## src/rtl/multi_pkg.sv

```systemverilog
// Shared constants for the multiplier slice.
package multi_pkg;

  // Default operand width of the array multiplier.
  localparam int MULTI_WIDTH = 4;

endpackage

```

## src/rtl/multi_full_adder.sv

```systemverilog
// One-bit full adder cell used to build the multiplier's adder array.
module full_adder (
  input  logic a,
  input  logic b,
  input  logic cin,
  output logic s,
  output logic cout
);

  assign s    = a ^ b ^ cin;
  assign cout = (a & b) | (a & cin) | (b & cin);

endmodule

```

## src/rtl/multi.sv

```systemverilog
// Unsigned WIDTH x WIDTH structural array multiplier (shift-and-add).
// Gives the truncated combinational product, an overflow flag and a
// registered full-width product. WIDTH must be at least 2.
module multi
  import multi_pkg::*;
#(
  parameter int WIDTH = MULTI_WIDTH
) (
  input  logic               clk,
  input  logic               rst,
  input  logic [WIDTH-1:0]   a,
  input  logic [WIDTH-1:0]   b,
  output logic [WIDTH-1:0]   Pcirc,
  output logic               ovf,
  output logic [2*WIDTH-1:0] P_q
);

  // pp[i][j] = a[j] & b[i]
  logic [WIDTH-1:0][WIDTH-1:0] pp;
  // acc[r]: running partial sum shifted right by one, entering row r+1
  logic [WIDTH-1:0][WIDTH-1:0] acc;
  logic [WIDTH-1:1][WIDTH-1:0] sum;
  logic [WIDTH-1:1][WIDTH:0]   cy;
  logic [2*WIDTH-1:0]          p;

  genvar i, r, j;

  generate
    for (i = 0; i < WIDTH; i++) begin : g_pp
      assign pp[i] = a & {WIDTH{b[i]}};
    end
  endgenerate

  // Row 0 is the bare first partial product; its LSB is final.
  assign p[0]   = pp[0][0];
  assign acc[0] = {1'b0, pp[0][WIDTH-1:1]};

  // Each row adds the next partial product to the shifted running sum;
  // the row's carry-out becomes the MSB of the operand for the next row.
  generate
    for (r = 1; r < WIDTH; r++) begin : g_row
      assign cy[r][0] = 1'b0;
      for (j = 0; j < WIDTH; j++) begin : g_col
        full_adder u_fa (
          .a    (acc[r-1][j]),
          .b    (pp[r][j]),
          .cin  (cy[r][j]),
          .s    (sum[r][j]),
          .cout (cy[r][j+1])
        );
      end
      assign p[r]   = sum[r][0];
      assign acc[r] = {cy[r][WIDTH], sum[r][WIDTH-1:1]};
    end
  endgenerate

  // Upper half of the product is whatever the last row leaves behind.
  assign p[2*WIDTH-1:WIDTH] = acc[WIDTH-1];

  assign Pcirc = p[WIDTH-1:0];
  assign ovf   = |p[2*WIDTH-1:WIDTH];

  // Register the full product for clocked consumers; reset clears it.
  always_ff @(posedge clk) begin
    if (rst) P_q <= '0;
    else     P_q <= p;
  end

endmodule

```

## config.mk

```make
export PLATFORM = sky130hd
export DESIGN_NAME = multi
export DESIGN_NICKNAME = d
export VERILOG_FILES = /design/src/rtl/multi_pkg.sv /design/src/rtl/multi_full_adder.sv /design/src/rtl/multi.sv
export SDC_FILE = /design/constraint.sdc
export NUM_CORES = 1
export LEC_CHECK = 0
export ABC_AREA = 0
export CAP_MARGIN = 20
export CORE_UTILIZATION = 31
export DETAILED_ROUTE_END_ITERATION = 12
export SLEW_MARGIN = 0
export SYNTH_ARGS = -nofsm -noshare
export SYNTH_HDL_FRONTEND = slang
export SYNTH_SLANG_ARGS = --single-unit
```

## constraint.sdc

```tcl
create_clock -name clk -period 11.27 [get_ports clk]
set_input_delay 1.6905 -clock clk [delete_from_list [all_inputs] [get_ports clk]]
set_output_delay 1.6905 -clock clk [all_outputs]
set_load 0.1 [all_outputs]
```

== Yosys cells after proc, flatten, opt, wreduce, memory -nomap -nowiden ==
Cells that the tools add are included.

* Register bits: 8
* Input port bits: 10
* Output and inout bits: 13
* Logic and storage cells: 70

* Bitwise gates (word level): 68
* Reduce and logical (&&, ||, !) cells: 1

{| class="wikitable"
|+ Operators with widths
! kind !! count
|-
| bitwise AND 1 bit || 28
|-
| bitwise XOR 1 bit || 20
|-
| bitwise AND 4 bit || 4
|-
| OR 1 bit || 16
|-
| OR reduction 4 bit || 1
|}

== Logic depth before layout (Yosys ltp) ==
Gate-level depths: netlist (run 1).

* Depth after elaboration: 21
* Mapped depth: 11
* Depth with buffers taken out: 11

== Hierarchy ==
From an unflattened synthesis (run 1), not the netlist that was laid out.

* Cells, all modules: 47
* Area total of the unflattened synthesis: 571.8 sq um

{| class="wikitable"
|+ Modules (own cells, without submodules)
! module !! instances !! cells an instance !! area an instance (sq um) !! seq. area each (sq um)
|-
| multi || 1 || 35 || 331.6 || 160.2
|-
| full_adder || 12 || 1 || 20.0 || 0.0
|}

== Worst setup path before layout (run 1) ==
No wires, ideal clock.

* Kind: input -> output
* Start point: input b[0]
* End point: output ovf
* Data arrival time: 6.024 ns
* Required time: 9.580 ns
* Path slack: 3.556 ns
* Stages: 11
* Buffers on the path: 0
* Path through: and2_1 ha_1 fa_1 fa_1 fa_1 fa_1 inv_1 fa_1 fa_1 fa_1 nand4_1

* Cells in the longest elaborated chain, start to end: 21
* Elaborated cells between the ends (all ways): 63
* Those cells by class: bitwise (62); reduce/logical (1)

{| class="wikitable"
|+ RTL lines
! element !! line !! source
|-
| from (decl) || multi.sv:12 || <nowiki>input logic [WIDTH-1:0] b,</nowiki>
|-
| bitwise AND 4 bit * || multi.sv:30 || <nowiki>assign pp[i] = a & {WIDTH{b[i]}};</nowiki>
|-
| bitwise AND 1 bit (2 in series) || multi_full_adder.sv:11 || <nowiki>assign cout = (a & b) | (a & cin) | (b & cin);</nowiki>
|-
| OR 1 bit (2 in series) || multi_full_adder.sv:11 ||
|-
| bitwise AND 1 bit || multi_full_adder.sv:11 ||
|-
| OR 1 bit (2 in series) || multi_full_adder.sv:11 ||
|-
| bitwise XOR 1 bit (3 in series) || multi_full_adder.sv:10 || <nowiki>assign s = a ^ b ^ cin;</nowiki>
|-
| bitwise AND 1 bit || multi_full_adder.sv:11 ||
|-
| OR 1 bit (2 in series) || multi_full_adder.sv:11 ||
|-
| bitwise AND 1 bit || multi_full_adder.sv:11 ||
|-
| OR 1 bit (2 in series) || multi_full_adder.sv:11 ||
|-
| bitwise AND 1 bit || multi_full_adder.sv:11 ||
|-
| OR 1 bit (2 in series) || multi_full_adder.sv:11 ||
|-
| OR reduction 4 bit * || multi.sv:61 || <nowiki>assign ovf = |p[2*WIDTH-1:WIDTH];</nowiki>
|-
| to (decl) || multi.sv:14 || <nowiki>output logic ovf,</nowiki>
|}

Mark *: on every way between the ends. The rest lies on a longest branch, timed or not.

== Final worst setup path (run 1) ==
Same ends and word-level chain as after synthesis.

==> results of run 1 <==
-- metal layers --
layer / routed length, um / track usage, %
met5: 0 / 0
met4: 0 / 9.09
met3: 75 / 4.17
met2: 420 / 18.2
met1: 405 / 14.4
-- through the flow --
stage	cells	hold WS (ns)	power [mW]	utilization [%]	instance area [um2]
5_1_grt	90	2.15	0.147	49.9	787
3_5_place_dp	87	2.39	0.119	48.5	764
6_report	90	2.13	0.139	49.9	787
3_3_place_gp	87	2.38	0.119	48.5	764
2_1_floorplan	52	1.76	0.102	-	547
4_1_cts	90	2.12	0.141	49.9	787
-- power groups by stage --
stage,Combinational [mW],Clock (mW),Sequential (mW)
after global routing,0.0906,0.0234,0.0327
after global placement,0.0857,0,0.0331
after floorplan,0.0427,0,0.0589
final,0.0856,0.0209,0.0326
after detailed placement,0.0860,0,0.0332
after CTS,0.0862,0.0220,0.0326
-- cell type report --
type	instances	area, um2
well taps	16	20.0
inverters	4	15.0
fillers	148	790
flip-flops and latches	8	160
clock buffers	3	22.5
multi-input cells	37	349
repair buffers	22	220
-- path summary, 6_finish.rpt --
| check | start | endpoint | cells past startpoint |
|---|---|---|---|
| setup / recovery | b[0] | ovf | 13 |
| hold / removal | b[0] | P_q[0]$_SDFF_PP0_ | 2 |
-- placed cells by master, fill, tap and decap left out --
cell,n
and2_1,12
and3b_1,1
clkbuf_4,3
clkdlybuf4s50_1,22
dfxtp_1,8
fa_1,8
ha_1,4
inv_1,4
nand2_1,4
nand4_1,1
nor2_1,4
nor2b_1,3
-- cell families after synthesis --
group         share of synthesized area (%)
simple gates                           25.4
buf+inv                                6.86
fa+ha+maj                              38.4
flops                                  29.3
==> flow_summary.json, run 1 <==
{
  "end_kind": "primary output",
  "power_switching_mw": 0.0731,
  "grt_pass1_wl_um": 1660,
  "fin_tns_setup_ns": 0,
  "p_int_mw": 0.0661,
  "synth_top_area_share_pct": 29.3,
  "post_drt_wl_per_cell_um": 10.0,
  "final_hold_viol_count": 0,
  "rows": 14,
  "cts_setup_buffers": 0,
  "vdd_drop_max_uv": 66.2,
  "final_nets": 98,
  "synthTopCellsByArea": "dfxtp_1 (29%), fa_1 (29%), and2_1 (14%)",
  "numPortBuffers": 22,
  "top_regs": "P_q: 8 flops",
  "dp_hpwl_um": 798,
  "clk_pin_slew_ns": 0.05,
  "slew_headroom_pct": 35.0,
  "holdBufCountCts": 0,
  "rsz0062_at_grt": "false",
  "htreeDepth": 1,
  "crit_family": "adder cells",
  "wl_um": 901,
  "worst-path-max-fanout": 5,
  "cts_sinks": 8,
  "ys_dominant_reg_cell": "dfxtp_1",
  "status": "complete, but fails checks",
  "largest_register_ffs": 8,
  "worst_ep_required_time_ns": 9.58,
  "worst-path-buf-inv": 3,
  "hold_class": "primary input to register",
  "seqPwrFrac_pct": 23.4,
  "syn_nets": 74,
  "finalCritPeriodShare_pct": 76.1,
  "crit_type": "primary input to primary output",
  "yosysMostFrequentCell": "and2_1",
  "combPwrFrac_pct": 61.6,
  "yosys.area.top_type": "dfxtp_1",
  "max_stage_delay_ns": 1.13,
  "cp-start-kind": "primary input",
  "clock_path_buffers": 2,
  "power.density_nw_per_um2": 177,
  "grt_max_degree": 9,
  "routabilityCongestion": 0.698,
  "clockRootBuffer": "clkbuf_4",
  "diodes": 0,
  "cts_tree": "yes",
  "dieArea_um2": 1940,
  "cts_buffers": 3,
  "start_util_pct": 34.7,
  "final_layout_size_suffix_gt1_share_pct": 4.05,
  "power_frac_clock_pct": 15.0,
  "ys_types": 11,
  "pin_count": 23,
  "pre_cts_slack_ns": 2.66,
  "avgViaCountPerCell": 4.52,
  "leakage_nw": 0.328,
  "avgSynthCellArea_um2": 10.5,
  "drt_first_pass_iters": 8,
  "switching_share_pct": 52.5,
  "drc_errors": 4,
  "violations": "design-rule violations",
  "synth_edf_count": 0,
  "drv_cap": 0,
  "max_freq_ghz": 0.117,
  "critPathMostFrequentCell": "fa_1",
  "slew_viol_final": 0,
  "ys_seq_area_share_pct": 29.3,
  "grt_pass1_vias": 416,
  "async_flop_share_pct": 0,
  "syn_inst": 52,
  "crit_chain": "clkdlybuf4s50_1 -> and2_1 -> ha_1 -> fa_1 -> fa_1 -> fa_1 -> fa_1 -> inv_1 -> fa_1 -> fa_1 -> fa_1 -> nand4_1 -> clkdlybuf4s50_1",
  "die_w_um": 44.0,
  "synth_area_um2": 547,
  "die_h_um": 44.0,
  "finalSetupViolations": 0,
  "core_area_um2": 1580,
  "ys_seq_elements": 8,
  "worstPathArrival_ns": 6.88,
  "via_count": 407,
  "gr-total-overflow": 0,
  "drt_first_iter_violations": 4,
  "grt_antenna_before_repair": 0,
  "drtAntennaViolNets": 0,
  "yosys-top-cells-count": "and2_1 (12), dfxtp_1 (8), fa_1 (8)",
  "worst_path_max_delay_cell": "clkdlybuf4s50_1",
  "finalCriticalPeriod_ns": 8.57,
  "tightest_slew_ns": 0.972,
  "grt_usage_pct": 12.2,
  "syn2layout_area_growth_pct": 43.9,
  "layout_setup_ws_ns": 2.70,
  "yosys_warnings": 0,
  "regMostFlops": "P_q",
  "cts_resized": 0
}
(Power assumes the default switching activity.)
==> run 2: changes to the inputs <==
==> constraint.sdc (replaced) <==
create_clock -name clk -period 7.8 [get_ports clk]
set_input_delay 1.17 -clock clk [delete_from_list [all_inputs] [get_ports clk]]
set_output_delay 1.17 -clock clk [all_outputs]
set_load 0.1 [all_outputs]
==> run 2 against run 1 <==
Net effect:
- the run still ends with design-rule violations left
- die area stayed put
- global-route usage is 0.94 points lower
- worst setup slack worse by 1.6 ns
- total power is 44% higher
- largest power group unchanged
- highest routed layer unchanged
==> flow_summary.json, run 2 (synthesis gave the netlist of run 1 again) <==
{
  "rows": 14,
  "finalSetupViolations": 0,
  "drtAntennaViolNets": 0,
  "final_nets": 98,
  "met2_usage_pct": 19.1,
  "htreeDepth": 1,
  "top_regs": "P_q: 8 flops",
  "grt_usage_pct": 11.2,
  "avgViaCountPerCell": 4.42,
  "via_count": 398,
  "gr-usage-met3_pct": 4.58,
  "worstPathArrival_ns": 5.49,
  "worst-path-buf-inv": 3,
  "dieArea_um2": 1940,
  "die_w_um": 44.0,
  "grt_pass1_wl_um": 1580,
  "routabilityCongestion": 0.688,
  "gr-total-overflow": 0,
  "diodes": 0,
  "pre_cts_slack_ns": 1.08,
  "rsz0062_at_grt": "false",
  "finalCriticalPeriod_ns": 6.66,
  "worst-path-stages": 13,
  "worst_path_max_delay_cell": "fa_1",
  "drt_first_iter_violations": 7,
  "final_cell_mix": "clkdlybuf4s50_1 (21), and2_1 (12), dfxtp_1 (8), fa_1 (8)",
  "holdBufCountCts": 0,
  "drt_first_pass_iters": 10,
  "placed_cell_area_um2": 762,
  "fin_tns_setup_ns": 0,
  "leakage_nw": 0.328,
  "critPathMostFrequentCell": "fa_1",
  "cts_tree": "yes",
  "syn2layout_area_growth_pct": 43.5,
  "final_common_cell": "clkdlybuf4s50_1",
  "numPortBuffers": 22,
  "slew_viol_final": 0,
  "layout_setup_ws_ns": 1.14,
  "cts_resized": 0,
  "violations": "design-rule violations",
  "cts_sinks": 8,
  "wl_um": 864,
  "tightest_slew_ns": 0.965,
  "final_layout_size_suffix_gt1_share_pct": 5.41,
  "fin_util_pct": 49.8,
  "clock_path_buffers": 2,
  "cp-start-kind": "primary input",
  "final_hold_viol_count": 0,
  "pin_count": 23,
  "drc_errors": 2,
  "max_freq_ghz": 0.150,
  "grt_antenna_before_repair": 0,
  "clockRootBuffer": "clkbuf_4",
  "drv_cap": 0,
  "post_drt_wl_per_cell_um": 9.60,
  "die_h_um": 44.0,
  "final_cell_area_um2": 785,
  "finalCritPeriodShare_pct": 85.4,
  "vdd_drop_max_uv": 108,
  "status": "complete, but fails checks",
  "core_area_um2": 1580,
  "end_kind": "primary output",
  "clk_pin_slew_ns": 0.05,
  "worst-path-max-fanout": 5,
  "cp-startpoint": "b[0]",
  "largest_register_ffs": 8,
  "met1_usage_pct": 12.0,
  "crit_family": "adder cells",
  "dp_hpwl_um": 772,
  "fillers": 161,
  "max_stage_delay_ns": 0.48,
  "endpoint": "ovf",
  "worst_ep_required_time_ns": 6.63,
  "power.density_nw_per_um2": 255,
  "top_usage_layer": "met2",
  "start_util_pct": 34.7,
  "crit_chain": "clkdlybuf4s50_1 -> and2_1 -> ha_1 -> fa_1 -> fa_1 -> fa_1 -> fa_1 -> inv_1 -> fa_1 -> fa_1 -> fa_1 -> nand4_1 -> buf_4",
  "cts_buffers": 3,
  "cts_setup_buffers": 0,
  "crit_type": "primary input to primary output",
  "hold_class": "primary input to register",
  "grt_pass1_vias": 388,
  "hold_ws_ns": 1.61,
  "regMostFlops": "P_q",
  "slew_headroom_pct": 35.5,
  "grt_max_degree": 9
}
run 2: layer usage:
layer | vias to the layer above | share of wire (%)
li1 | 201 | -
met1 | 181 | 47
met2 | 16 | 46
met3 | 0 | 6.7
met4 | 0 | 0
met5 | - | 0
run 2: stage by stage:
stage	std cells	total power [mW]
floorplan	52	0.147
global placement	87	0.171
detailed placement	87	0.171
CTS	90	0.202
global route	90	0.210
finish	90	0.200
run 2: how the worst min path moves through the flow:
stage	start	slack (ns)	end	depth (start not counted)
finish	b[0]	1.61	P_q[0]$_SDFF_PP0_	2
global route	b[0]	1.63	P_q[0]$_SDFF_PP0_	2
CTS	b[0]	1.62	P_q[0]$_SDFF_PP0_	2
detailed placement	rst	1.87	P_q[6]$_SDFF_PP0_	2
global placement	b[0]	1.88	P_q[0]$_SDFF_PP0_	2
floorplan	rst	1.24	P_q[5]$_SDFF_PP0_	1
run 2: layout make-up:
| class | instances | area [um2] | share of cell area [%] |
|---|---|---|---|
| Clock buffer | 3 | 22.5 | 2.87 |
| Inverter | 4 | 15.0 | 1.91 |
| Multi-Input combinational cell | 37 | 349 | 44.5 |
| Sequential cell | 8 | 160 | 20.4 |
| Tap cell | 16 | 20.0 | 2.55 |
| Timing Repair Buffer | 22 | 218 | 27.8 |
run 2: where the power goes:
part / internal [mW] / leakage (nW) / switching (mW)
Clock: 0.0175 / 0.0138 / 0.0128
Sequential: 0.0460 / 0.0661 / 0.000959
Combinational: 0.0311 / 0.248 / 0.0914
